`src/rtl/id_ex_stage.sv`:
```
// ID/EX pipeline register with operand forwarding and load-use hazard detection.
// Presents A, B and ALU_Ctr to the 32-bit ALU one cycle after decode.
module id_ex_stage #(
    parameter logic [4:0] ZERO_REG = 5'd0
) (
    input  logic        clk,
    input  logic        rst_n,
    input  logic        id_valid,
    input  logic [31:0] id_rs_data,
    input  logic [31:0] id_rt_data,
    input  logic [31:0] id_imm32,
    input  logic [4:0]  id_rs,
    input  logic [4:0]  id_rt,
    input  logic [4:0]  id_rd,
    input  logic [2:0]  id_alu_ctr,
    input  logic        id_alu_src,
    input  logic        id_reg_write,
    input  logic        id_mem_read,
    input  logic        id_mem_write,
    input  logic        id_mem_to_reg,
    input  logic        stall,
    input  logic        flush,
    input  logic        exmem_reg_write,
    input  logic [4:0]  exmem_rd,
    input  logic [31:0] exmem_result,
    input  logic        memwb_reg_write,
    input  logic [4:0]  memwb_rd,
    input  logic [31:0] memwb_data,
    output logic [31:0] A,
    output logic [31:0] B,
    output logic [2:0]  ALU_Ctr,
    output logic        ex_valid,
    output logic [4:0]  ex_rd,
    output logic [31:0] ex_store_data,
    output logic        ex_reg_write,
    output logic        ex_mem_read,
    output logic        ex_mem_write,
    output logic        ex_mem_to_reg,
    output logic        load_use_stall
);

    logic        valid_reg;
    logic [31:0] rs_data_reg;
    logic [31:0] rt_data_reg;
    logic [31:0] imm32_reg;
    logic [4:0]  rs_reg;
    logic [4:0]  rt_reg;
    logic [4:0]  rd_reg;
    logic [2:0]  alu_ctr_reg;
    logic        alu_src_reg;
    logic        reg_write_reg;
    logic        mem_read_reg;
    logic        mem_write_reg;
    logic        mem_to_reg_reg;

    logic [1:0][4:0]  src_idx;
    logic [1:0][31:0] src_data;
    logic [1:0][31:0] fwd_data;

    // A load in this stage whose destination is read by the decoding instruction
    // must wait one cycle so its data can come back through MEM/WB.
    assign load_use_stall = ~flush & valid_reg & mem_read_reg & id_valid
                          & (rd_reg != ZERO_REG)
                          & ((rd_reg == id_rs) | (rd_reg == id_rt));

    always_ff @(posedge clk or negedge rst_n) begin
        if (!rst_n) begin
            valid_reg      <= 1'b0;
            rs_data_reg    <= '0;
            rt_data_reg    <= '0;
            imm32_reg      <= '0;
            rs_reg         <= '0;
            rt_reg         <= '0;
            rd_reg         <= '0;
            alu_ctr_reg    <= '0;
            alu_src_reg    <= 1'b0;
            reg_write_reg  <= 1'b0;
            mem_read_reg   <= 1'b0;
            mem_write_reg  <= 1'b0;
            mem_to_reg_reg <= 1'b0;
        end else if (flush) begin
            valid_reg <= 1'b0;
        end else if (stall) begin
            valid_reg <= valid_reg;
        end else if (load_use_stall) begin
            valid_reg      <= 1'b0;
            alu_ctr_reg    <= '0;
            reg_write_reg  <= 1'b0;
            mem_read_reg   <= 1'b0;
            mem_write_reg  <= 1'b0;
            mem_to_reg_reg <= 1'b0;
        end else begin
            valid_reg      <= id_valid;
            rs_data_reg    <= id_rs_data;
            rt_data_reg    <= id_rt_data;
            imm32_reg      <= id_imm32;
            rs_reg         <= id_rs;
            rt_reg         <= id_rt;
            rd_reg         <= id_rd;
            alu_ctr_reg    <= id_alu_ctr;
            alu_src_reg    <= id_alu_src;
            reg_write_reg  <= id_reg_write;
            mem_read_reg   <= id_mem_read;
            mem_write_reg  <= id_mem_write;
            mem_to_reg_reg <= id_mem_to_reg;
        end
    end

    assign src_idx  = {rt_reg, rs_reg};
    assign src_data = {rt_data_reg, rs_data_reg};

    // Index 0 is rs, index 1 is rt; the younger EX/MEM result takes priority.
    genvar gi;
    generate
        for (gi = 0; gi < 2; gi++) begin : g_fwd
            assign fwd_data[gi] =
                (exmem_reg_write && exmem_rd == src_idx[gi] && src_idx[gi] != ZERO_REG) ? exmem_result :
                (memwb_reg_write && memwb_rd == src_idx[gi] && src_idx[gi] != ZERO_REG) ? memwb_data :
                src_data[gi];
        end
    endgenerate

    assign A             = fwd_data[0];
    assign B             = alu_src_reg ? imm32_reg : fwd_data[1];
    assign ex_store_data = fwd_data[1];
    assign ex_rd         = rd_reg;
    assign ex_valid      = valid_reg;
    assign ALU_Ctr       = valid_reg ? alu_ctr_reg : 3'b000;
    assign ex_reg_write  = valid_reg & reg_write_reg;
    assign ex_mem_read   = valid_reg & mem_read_reg;
    assign ex_mem_write  = valid_reg & mem_write_reg;
    assign ex_mem_to_reg = valid_reg & mem_to_reg_reg;

endmodule

```
`config.mk`:
```
export PLATFORM = sky130hd
export DESIGN_NAME = id_ex_stage
export DESIGN_NICKNAME = d
export VERILOG_FILES = /design/src/rtl/id_ex_stage.sv
export SDC_FILE = /design/constraint.sdc
export NUM_CORES = 1
export LEC_CHECK = 0
export CORE_ASPECT_RATIO = 1.25
export CORE_UTILIZATION = 42
export DETAILED_ROUTE_END_ITERATION = 16
export PLACE_DENSITY = 0.8
export RECOVER_POWER = 25
export SLEW_MARGIN = 20
export SYNTH_ARGS = -nofsm -noshare
export SYNTH_HDL_FRONTEND = slang
export SYNTH_SLANG_ARGS = --single-unit
```
`constraint.sdc`:
```
create_clock -name clk -period 5.2 [get_ports clk]
set_input_delay 0.78 -clock clk [delete_from_list [all_inputs] [get_ports clk]]
set_output_delay 0.78 -clock clk [all_outputs]
set_load 0.03 [all_outputs]
```
==> results.sh, run 1 <==
export IMPL_grt_max_degree=62
export IMPL_placed_area_um2=10300
export IMPL_synth_compound_area_share_pct=9.72
export IMPL_cts_tree="done"
export IMPL_crit_buf_inv=3
export IMPL_antenna_found_initial=1
export IMPL_switching_power_mw=1.25
export IMPL_tightestPinTransition_ns=3.40
export IMPL_report_final_slew_viol_count=122
export IMPL_synth_top_family_by_area="multiplexers"
export IMPL_drt_total_wl_um=24500
export IMPL_pwr_share_seq_pct=32.3
export IMPL_tns_ns=0
export IMPL_outcome="finished with violations"
export IMPL_htreeDepth=4
export IMPL_yosys_area_share_adder_pct=0
export IMPL_ys_ff_latch=120
export IMPL_ys_seq_area_share_pct=42.6
export IMPL_slew_headroom_pct=-127
export IMPL_avgSynthCellArea_um2=10.5
export IMPL_swShare_pct=34.0
export IMPL_ant_nets=0
export IMPL_p_clk_share_pct=29.4
export IMPL_regArea_um2=3000
export IMPL_nNetsFinal=1157
export IMPL_maxCapViolCount=2
export IMPL_max_freq_ghz=0.226
export IMPL_cpPeakStageDelay_ns=0.66
export IMPL_min_period_ns=4.42
export IMPL_endpoint="B[30]"
export IMPL_p_leak_nw=4.14
export IMPL_die_area_um2=17300
export IMPL_grt_remaining_overflow=0
export IMPL_p_per_area_nw_per_um2=338
export IMPL_ios=310
export IMPL_power_internal_mw=2.42
export IMPL_cp_required_ns=4.42
export IMPL_fin_crit_sh_pct=84.9
export IMPL_portBuffers=309
export IMPL_startpoint="exmem_rd[1]"
export IMPL_gp_congestion=0.843
export IMPL_root_buffer="clkbuf_16"
export IMPL_crit_fanout=19
export IMPL_critPathArrivalTime_ns=3.64
export IMPL_synth_cells=670
export IMPL_grt_total_usage_pct=29.0
export IMPL_die_y_um=147
export IMPL_r2r_end="rs_data_reg[23]"
export IMPL_firstDrtPassIters=5
export IMPL_rr_worst_depth=5
export IMPL_clockBufferDepth=2
export IMPL_synth_mux_area_share_pct=27.4
export IMPL_cp_cell_sequence="clkdlybuf4s50_1, xnor2_1, o211ai_4, or2_1, buf_4, a31oi_1, mux2_2, clkdlybuf4s50_1"
export IMPL_final_setup_viol_count=0
export IMPL_slowest_stage="clkdlybuf4s50_1"
export IMPL_drive_gt1_share_pct=20.0
export IMPL_synth_xor_area_share_pct=3.72
export IMPL_r2r_start="ex_rd[1]"
export IMPL_cp_depth=8
export IMPL_r2r_slack_ns=2.37
export IMPL_hold_violations=0
export IMPL_grt_pass1_wl_um=38600
export IMPL_drtIter0Drc=328
export IMPL_min_path_type="flop to flop"
export IMPL_path_class="input pin to output port"
export IMPL_multiInputGateArea_um2=3820
export IMPL_fillers=1312
export IMPL_ctsHoldBuffers=0
export IMPL_hpwl_um=17000
export IMPL_yosysUniqueCellTypes=34
export IMPL_synth_area_um2=7050
export IMPL_irDropWorstVdd_v=0.000214
export IMPL_fin_worst_skew_ns=0.00838
export IMPL_cts_sinks=120
export IMPL_ys_warn_count=0
export IMPL_worst_path_most_repeated_cell="clkdlybuf4s50_1"
export IMPL_core_area_um2=16300
export IMPL_p_comb_share_pct=38.3
export IMPL_die_w_um=118
export IMPL_clk_pin_slew_worst_paths_ns=0.05
export IMPL_rsz0062_at_grt="no"
export IMPL_postCtsSetupBuffers=0
export IMPL_cts_buffers=17
export IMPL_post_drt_via_cell_ratio=5.61
export IMPL_avgRoutedWirePerCell_um=20.7
export IMPL_finalInstanceArea_um2=10900
export IMPL_syn_nets=870
export IMPL_critPathTopFamily="buffers and inverters"
export IMPL_grt_pass1_vias=7168
export IMPL_area_delta_synth_final_pct=53.8
export IMPL_cts_repair_resized=0
export IMPL_rows=52
export IMPL_vias=6653
export IMPL_violations="max-capacitance violations, max-slew violations"
export IMPL_critPathLaunchType="input pin"
export IMPL_end_kind="output port"
export IMPL_drc=0
export IMPL_yosys_area_share_simple_pct=12.7
export IMPL_hold_slack_ns=0.481
export IMPL_insertion_delay_ns=0.41
export IMPL_finish_utilization_pct=66.4
export IMPL_start_util_pct=43.2
## placed cells by master (no fill, tap or decap), types with 17 or more instances in the layout
cell type / instances
clkdlybuf4s50_1: 300
mux2_2: 136
dfrtp_1: 119
nand2_1: 49
o21ai_0: 40
nor3_1: 34
o31ai_1: 33
mux2i_1: 32
and3_1: 31
nand3_1: 31
a31oi_1: 31
buf_4: 22
clkbuf_16: 17
## tightest hold or removal path: stages (launching register included)
cell and delay [ns]:
dfrtp_1 0.34, nand2_1 0.05, o21ai_0 0.06
## worst min-delay path by stage
stage,start,endpoint,slack (ns),depth (start not counted)
floorplan,alu_ctr_reg[0],alu_ctr_reg[0],0.44,2
global placement,mem_write_reg,mem_write_reg,0.45,2
detailed placement,mem_to_reg_reg,mem_to_reg_reg,0.47,2
CTS,alu_ctr_reg[1],alu_ctr_reg[1],0.48,2
global route,rt_data_reg[11],rt_data_reg[11],0.51,1
finish,reg_write_reg,reg_write_reg,0.48,2
## final cells by class
class	instances	share of cell area (%)
Timing Repair Buffer	327	29.7
Multi-Input combinational cell	490	35.2
Clock buffer	26	4.42
Tap cell	216	2.49
Inverter	1	0.0346
Sequential cell	120	27.7
Antenna cell	1	0.0231
Clock inverter	4	0.415
## metal layers
metal	track usage (%)	routed length (µm)	share of wire, %
met2	50.7	12600	51
met3	7.22	1690	6.9
met1	31.5	9050	37
met4	17.4	1160	4.7
met5	0	0	0
## power by group through the flow
stage                     Sequential (mW)  Clock, mW  Combinational (mW)
after CTS                            1.18       1.10                1.41
final                                1.18       1.08                1.40
after floorplan                      1.16          0               0.791
after global placement               1.19          0                1.38
after detailed placement             1.20          0                1.40
after global routing                 1.20       1.14                1.48
## logic make-up after synthesis
| logic type | count (synthesis) |
|---|---|
| buffers and inverters | 60 |
| muxes | 175 |
| AOI/OAI and AO/OA | 109 |
| and+or+nand+nor | 176 |
| xor gates and xnor gates | 30 |
| DFF | 120 |
## stage by stage
stage / setup WS [ns] / power [mW] / cells
after detailed placement: 0.831 / 2.60 / 1154
after global placement: 0.884 / 2.57 / 1154
after CTS: 0.803 / 3.69 / 1184
after global routing: 0.574 / 3.82 / 1185
final: 0.785 / 3.66 / 1185
after floorplan: 1.79 / 1.95 / 670
## synth_stat cells, drive strengths merged
cell / number / area, µm²
a211oi: 1 / 7.51
a22oi: 1 / 7.51
a31oi: 31 / 194
and2: 6 / 37.5
and3: 31 / 194
and4: 1 / 8.76
buf: 28 / 156
clkbuf: 31 / 116
dfrtp: 120 / 3000
inv: 1 / 3.75
mux2: 143 / 1610
mux2i: 32 / 320
nand2: 49 / 184
nand2b: 1 / 6.26
nand3: 31 / 155
nand3b: 1 / 7.51
nand4: 4 / 25.0
nor2: 10 / 37.5
nor3: 34 / 170
nor4: 2 / 25.0
o211ai: 1 / 12.5
o21a: 1 / 7.51
o21ai: 40 / 200
o31a: 1 / 8.76
o31ai: 33 / 248
or2: 3 / 18.8
or4: 3 / 26.3
xnor2: 16 / 140
xor2: 14 / 123
(Power assumes the default switching activity.)
==> run 2, diff against run 1 <==
--- a/config.mk
+++ b/config.mk
@@ -6,9 +6,9 @@
 export NUM_CORES = 1
 export LEC_CHECK = 0
 export CORE_ASPECT_RATIO = 1.25
-export CORE_UTILIZATION = 42
+export CORE_UTILIZATION = 39
 export DETAILED_ROUTE_END_ITERATION = 16
-export PLACE_DENSITY = 0.8
+export PLACE_DENSITY = 0.78
 export RECOVER_POWER = 25
 export SLEW_MARGIN = 20
 export SYNTH_ARGS = -nofsm -noshare
==> constraint.sdc (replaced) <==
create_clock -name clk -period 3.85 [get_ports clk]
set_input_delay 0.5775 -clock clk [delete_from_list [all_inputs] [get_ports clk]]
set_output_delay 0.5775 -clock clk [all_outputs]
set_load 0.03 [all_outputs]
==> run 2 against run 1 <==
The flow still finishes with violations (max-capacitance violations, max-slew violations). Non-clock buffer count increased by 13. Register-to-register slack got worse by 0.90 ns. Sequential cell count unchanged. Largest power group unchanged. Setup slack got worse by 0.68 ns. Combinational power increased by 36%. Sequential power increased by 36%. Clock power increased by 37%.
==> results.sh, run 2 (synthesis gave the netlist of run 1 again) <==
export IMPL_placed_area_um2=10400
export IMPL_violations="max-capacitance violations, max-slew violations"
export IMPL_critPathLaunchType="flop"
export IMPL_root_buffer="clkbuf_16"
export IMPL_p_per_area_nw_per_um2=454
export IMPL_hold_slack_ns=0.477
export IMPL_min_path_type="flop to flop"
export IMPL_hold_violations=0
export IMPL_firstDrtPassIters=5
export IMPL_die_y_um=152
export IMPL_clk_pin_slew_worst_paths_ns=0.05
export IMPL_portBuffers=309
export IMPL_final_setup_viol_count=0
export IMPL_antenna_found_initial=1
export IMPL_fin_crit_sh_pct=97.2
export IMPL_dp_cells=1174
export IMPL_grt_max_degree=62
export IMPL_die_area_um2=18600
export IMPL_layoutNonFillerInstCount=1206
export IMPL_path_class="flop to output port"
export IMPL_slew_headroom_pct=-8.43
export IMPL_maxCapViolCount=2
export IMPL_grt_pass1_wl_um=38400
export IMPL_vias=6624
export IMPL_pre_cts_ws_ns=0.126
export IMPL_p_leak_nw=4.30
export IMPL_drc=0
export IMPL_gp_congestion=0.860
export IMPL_start_util_pct=40.2
export IMPL_drtIter0Drc=541
export IMPL_finish_utilization_pct=62.6
export IMPL_outcome="finished with violations"
export IMPL_grt_total_usage_pct=26.9
export IMPL_cp_required_ns=3.27
export IMPL_tightestPinTransition_ns=1.63
export IMPL_hpwl_um=17500
export IMPL_area_delta_synth_final_pct=55.9
export IMPL_avgRoutedWirePerCell_um=20.2
export IMPL_min_path_cells=2
export IMPL_layout_commonest_cell="clkdlybuf4s50_1"
export IMPL_grt_pass1_vias=6940
export IMPL_crit_fanout=16
export IMPL_fillers=1440
export IMPL_rsz0062_at_grt="no"
export IMPL_drt_total_wl_um=24300
export IMPL_ios=310
export IMPL_rows=54
export IMPL_max_freq_ghz=0.267
export IMPL_drive_gt1_share_pct=24.6
export IMPL_htreeDepth=4
export IMPL_report_final_slew_viol_count=123
export IMPL_die_w_um=122
export IMPL_cts_sinks=120
export IMPL_irDropWorstVdd_v=0.000293
export IMPL_core_area_um2=17600
export IMPL_post_drt_via_cell_ratio=5.49
export IMPL_setup_ws_ns=0.106
export IMPL_cts_tree="done"
export IMPL_insertion_delay_ns=0.41
export IMPL_end_kind="output port"
export IMPL_grt_remaining_overflow=0
export IMPL_critPathArrivalTime_ns=3.17
export IMPL_min_period_ns=3.74
export IMPL_cts_buffers=17
export IMPL_rr_worst_depth=5
export IMPL_tns_ns=0
export IMPL_total_power_mw=4.99
export IMPL_ant_nets=0
export IMPL_fin_worst_skew_ns=0.00545
export IMPL_clockBufferDepth=2
export IMPL_mostFrequentLayoutCells="clkdlybuf4s50_1 (269), mux2_2 (136), dfrtp_1 (119)"
export IMPL_finalInstanceArea_um2=11000
export IMPL_nNetsFinal=1170
run 2: cell types whose count changed in the layout (fill, tap and decap cells not counted):
| cell | delta |
|---|---|
| a31oi_2 | +1 |
| clkinvlp_4 | +3 |
| buf_12 | +5 |
| or2_4 | +1 |
| dlymetal6s2s_1 | +5 |
| clkinv_2 | +2 |
| clkbuf_4 | -1 |
| or2_2 | -1 |
| buf_4 | +35 |
| clkbuf_1 | -7 |
| clkdlybuf4s50_1 | -31 |
| a31oi_1 | -1 |
| clkbuf_2 | +2 |
run 2: final cells by class:
cell class / count / area (µm²) / share of cell area, %
clock buffer: 21 / 460 / 4.19
sequential: 120 / 3000 / 27.3
multi-input combinational: 490 / 3830 / 34.9
antenna: 1 / 2.50 / 0.0228
inverter: 1 / 3.75 / 0.0341
tap: 224 / 280 / 2.55
timing repair buffer: 340 / 3330 / 30.3
clock inverter: 9 / 77.6 / 0.706
run 2: path summary, 6_finish.rpt:
| kind | from | slack [ns] | to |
|---|---|---|---|
| min in group asynchronous | rst_n | 0.55 | rs_reg[0] |
| setup / recovery | rt_reg[1] | 0.11 | B[26] |
| max in group asynchronous | rst_n | 1.02 | rt_data_reg[18] |
| setup reg to reg | ex_rd[1] | 1.47 | rt_data_reg[18] |
| hold / removal | alu_ctr_reg[0] | 0.48 | alu_ctr_reg[0] |
| hold reg to reg | alu_ctr_reg[0] | 0.48 | alu_ctr_reg[0] |
run 2: power by group:
group / internal, mW / switching (mW)
logic: 0.919 / 0.991
registers: 1.45 / 0.149
clock network: 0.907 / 0.577
total: 3.27 / 1.72
run 2: timing repair:
action | 4_1_cts | 5_1_grt
endpoints found under the setup margin | 5 | 10
gates resized for setup | 1 | 6
buffers inserted | 0 | 1
cloned | 0 | 0
hold endpoints to repair | 0 | 0
pin swaps | 0 | 1
hold buffers | 0 | 0
run 2: metal layers:
layer	up-vias	GRT usage (%)	wire length, µm
met5	-	0	0
met4	0	12.7	862
met3	69	5.58	1670
met2	319	45.3	12200
met1	3164	32.4	9540
li1	3072	-	-
run 2: critical path: stages, from the launching register on:
cell,delay (ns)
dfrtp_1,0.45
or4_4,0.61
o211ai_4,0.20
buf_4,0.28
nor3_1,0.07
a31oi_1,0.26
mux2_2,0.21
clkdlybuf4s50_1,0.66
==> RTL change 1 (config.mk and constraints of run 1) <==
Reset style: synchronous (`rst_n`), changed in one clocked block.
--- a/src/rtl/id_ex_stage.sv
+++ b/src/rtl/id_ex_stage.sv
@@ -63,7 +63,7 @@
                           & (rd_reg != ZERO_REG)
                           & ((rd_reg == id_rs) | (rd_reg == id_rt));
 
-    always_ff @(posedge clk or negedge rst_n) begin
+    always_ff @(posedge clk) begin
         if (!rst_n) begin
             valid_reg      <= 1'b0;
             rs_data_reg    <= '0;
Formal check against the unedited RTL: differs if rst_n is asserted again (counterexample within 4 cycles, from zero or initial values and one cycle with rst_n low); with rst_n held inactive, the same outputs for 4 cycles.
==> RTL change 1 against run 1 <==
- critical path depth unchanged
- final cell count increased by 44%
- wire length increased by 62%
- power shrank 8.8%
- die area up 33%
- area after synthesis up 33%
- the flow still finishes with violations (capacitance limit, slew limit)
- synthesized cell count increased by 80%
- critical endpoint is now imm32_reg[5]
- via count increased by 64%
- non-clock buffer count is 2 lower
- sequential cell count unchanged
- final area increased by 19%
- worst setup slack improved by 0.010 ns
- combinational power fell by 21%
==> RTL change 1: results (changes against run 1) <==
- Outcome: complete, but fails checks
- Violated checks: capacitance limit, slew limit
- Leakage: 4.799 nW (+16%)
- Final net count: 1603 (+39%)
- Filler cells: 1952 (+49%)
- Design area: 0.01294 mm² (+19%)
- Total global-route track usage: 0.3325 (+0.04297)
- R2R cell count: 7 (+2)
- Met1 usage in global routing: 0.4296 (+0.1149)
- DR WL met3: 3678 µm (+120%)
- Async S/R FF share, synth: 0 (-1.000)
- FF-to-FF setup slack: 1.20 ns (-1.17 ns)
- Crit path kind: input pin to register
- # diodes: 13 (+12)
- Initial DRC Count: 1388 (+320%)
- Inst Count DP: 1662 (+44%)
- Worst-margin pin slew: 1.843 ns (-1.555 ns)
- Final worst hold slack: 0.4557 ns (-0.02578 ns)
- Register area: 0.002404 mm² (-20%)
- Top Metal Used: met5
- CP Max Fanout: 119 (+100)
- Layout Skew: 0.01035 ns (+0.001965 ns)
- Wire length on met1: 15560 µm (+72%)
- Prevailing post-synth register cell: dfxtp_1
- Crit path largest cell delay: 1.37 ns (+0.71 ns)
- Maximum vdd drop: 0.2361 mV (+10%)
- Clk_lat worst skew: 0.43 ns (+0.02 ns)
- Largest net degree at the start of global routing: 148 (+140%)
- Clock-cell share: 0.04370 (-0.004610)
- Comb_multi_in: 907 (+85%)
- Multi-input combinational area share: 0.4766 (+0.1243)
- Slowest CP cell: clkbuf_2
- Signal inverters: 32 (+31)
- Num rows: 60 (+15%)
- Setup WS pre-CTS: 1.020 ns (+0.1893 ns)
- Synth Area in XOR/XNOR: 0.02607 (-0.01118)
- Max-slew violations: 107 (-12%)
- Layout cells sized above 1: 0.06638 (-0.1340)
- First-pass GRT wire length: 57990 µm (+50%)
- Fraction of cell area in non-clock buffers: 0.2551 (-0.04186)
- FF-to-FF Start: ex_rd[4]
- Vias per inst: 6.400 (+14%)
- Yosys top cell area share: 0.2554 (-0.1703)
- Hold wc startpoint: reg_write_reg
- Hold worst-path end: reg_write_reg
- Top cells by area, synth: dfxtp_1 (26%), a32oi_1 (10%), nand4_1 (7.6%)
- Max-Cap Viols: 1 (-1)
- GR Util met3: 0.07019 (-0.002014)
- GR Util met2: 0.4996 (-0.007797)
- Mux cell area share after synthesis: 0.06810 (-0.2056)
- DP Area: 0.01234 mm² (+19%)
- Synth Area in Compound Gates: 0.1998 (+0.1026)
- Routed wl met2: 18140 µm (+44%)
- Syn Nets: 1408 (+62%)
RTL change 1: cell types whose count changed after synthesis, sizes merged, moves of 81 or more:
cell | run 1 | this run
nand3 | 31 | 130
nand2b | 1 | 112
mux2 | 143 | 0
dfrtp | 120 | 0
and3 | 31 | 112
nand4 | 4 | 114
dfxtp | 0 | 120
a32oi | 0 | 112
RTL change 1: power by group:
part	internal [W]	total [W]	switching [W]
combinational	0.000491	0.00110	0.000606
clock	0.000670	0.00115	0.000476
sequential	0.00100	0.00110	0.0000968
total	0.00216	0.00334	0.00118
RTL change 1: worst reg2reg max path: cells and delay by family, from the launching register on:
kind                      cells  cell delay, ns
DFF                           1            0.55
xor gates and xnor gates      1            0.17
AOI/OAI and AO/OA             1            0.26
buffers and inverters         2            2.39
and+or+nand+nor               3            0.58
==> RTL change 2 (config.mk and constraints of run 1) <==
Made on the original files. Set the parameter `ZERO_REG` to 5'd1 (it was 5'd0).
--- a/src/rtl/id_ex_stage.sv
+++ b/src/rtl/id_ex_stage.sv
@@ -1,7 +1,7 @@
 // ID/EX pipeline register with operand forwarding and load-use hazard detection.
 // Presents A, B and ALU_Ctr to the 32-bit ALU one cycle after decode.
 module id_ex_stage #(
-    parameter logic [4:0] ZERO_REG = 5'd0
+    parameter logic [4:0] ZERO_REG = 5'd1
 ) (
     input  logic        clk,
     input  logic        rst_n,
Check against the original RTL: not equivalent (Yosys sat finds a counterexample within 4 cycles, from zero or initial values and one cycle with rst_n low).
==> RTL change 2 against run 1 <==
- the run still ends with capacitance limit, slew limit left
- final area shrank 0.45%
- worst setup slack lost 0.24 ns
- register-to-register slack gained 0.14 ns
- sequential share of layout area grew 0.13 points
- area after synthesis shrank 0.12%
- power grew 0.23%
- die area shrank 0.12%
- wire length shrank 2.2%
- sequential cell count is the same
- largest power group unchanged
==> RTL change 2: results (changes against run 1) <==
- Maximum root-to-sink buffer count: 2 (unchanged)
- # diodes: 0 (-1)
- Worst-path clk slew: about 0.06 ns
- Maximum vdd drop: 0.1946 mV (-9.1%)
- Number of global-route vias before repair: 7100 (-0.95%)
- Hold worst-path end: alu_ctr_reg[1]
- Layout Skew: 0.01263 ns (+0.004250 ns)
- Outcome: complete, but fails checks
- Layout cells sized above 1: 0.2196 (+0.01922)
- Switching Power: 0.001222 W (-2.0%)
- DR WL/cell: 19.25 µm (-6.9%)
- Comb_multi_in: 519 (+5.9%)
- Hold wc startpoint: alu_ctr_reg[1]
- Most instantiated cells after synthesis: dfrtp_1 (120), nor2_1 (100), mux2_2 (80), nand2_1 (80), clkbuf_1 (38)
- Final Wtd Congestion: 0.8992 (+6.7%)
- Setup crit end: B[5]
- Largest net degree at the start of global routing: 68 (+9.7%)
- Top cells by area, synth: dfrtp_1 (43%), mux2_2 (13%), nor2_1 (5.3%)
- Leakage: 4.642 nW (+12%)
- Design area: 0.01080 mm² (-0.45%)
- CP startpoint: exmem_rd[3]
- CP Max Fanout: 39 (+20)
- Final net count: 1216 (+5.1%)
- Fraction of cell area in non-clock buffers: 0.2913 (-0.005723)
- Total congestion overflow: 0 (unchanged)
- R2R cell count: 6 (+1)
- Total global-route track usage: 0.2810 (-0.008509)
- FF-to-FF setup slack: 2.51 ns (+0.14 ns)
- Violated checks: capacitance limit, slew limit
- Buffers excl. clock: 326 (-0.31%)
- Post-DP HPWL: 17440 µm (+2.6%)
- Clock buf count: 24 (-7.7%)
- Filler cells: 1351 (+3.0%)
- Final worst hold slack: 0.4826 ns (+0.001173 ns)
- DP Area: 0.01023 mm² (-0.99%)
- Worst slew margin: -1.503 (-0.2380)
- Area growth from synthesis to layout: 53.33%
- Crit path largest cell delay: 0.78 ns (+0.12 ns)
- Hold Path Class: register to register
- Clock-cell share: 0.05339 (+0.005083)
- FF-to-FF Start: ex_rd[2]
- Cell variety after synth: 29 (-15%)
- Initial DRC Count: 281 (-14%)
- WP data arrival: 3.88 ns (+0.24 ns)
- PostCTS Resize Cnt: 0 (unchanged)
- Seq/Total Area, Yosys: 0.4262 (+0.0005292)
- Vias per inst: 5.448 (-3.0%)
- Multi-input combinational area share: 0.3411 (-0.01127)
- Worst r2r dst: imm32_reg[18]
- Slowest CP cell: or4_2
- Max-slew violations: 68 (-44%)
- First-pass GRT wire length: 37740 µm (-2.3%)
- Syn Nets: 929 (+6.8%)
- Max-Cap Viols: 1 (-1)
- CTS H-tree depth: 4 (unchanged)
- Signal inverters: 32 (+31)
- # clock sinks: 120 (unchanged)
- Fraction of area in registers: 0.2781 (+0.001251)
## RTL change 2: cell families (layout without fill, tap and decap cells)
group,count (synthesis),count (layout),share of synthesized area
simple gates,239,239,0.1428
flops,120,120,0.4262
compound gates,138,138,0.1644
buf+inv,90,390,0.05594
xor+xnor,30,30,0.03729
mux,112,112,0.1733
## RTL change 2: routing by layer
layer / track usage / routed length [µm]
met1: 0.3207 / 9220
met2: 0.4935 / 12340
met3: 0.05590 / 1431
met4: 0.1513 / 976
met5: 0 / 0
## RTL change 2: stage by stage
stage          setup slack (ns)  cells
6_report                 0.5450   1245
5_1_grt                  0.4746   1245
2_1_floorplan             1.770    729
3_5_place_dp             0.5665   1213
4_1_cts                  0.5674   1245
3_3_place_gp             0.5940   1213
## RTL change 2: power groups by stage
stage	Combinational (W)	Sequential, W	Clock, W
after floorplan	0.000796	0.00115	0
after global placement	0.00135	0.00117	0
after detailed placement	0.00136	0.00118	0
after CTS	0.00137	0.00116	0.00117
after global routing	0.00144	0.00118	0.00120
final	0.00136	0.00117	0.00114
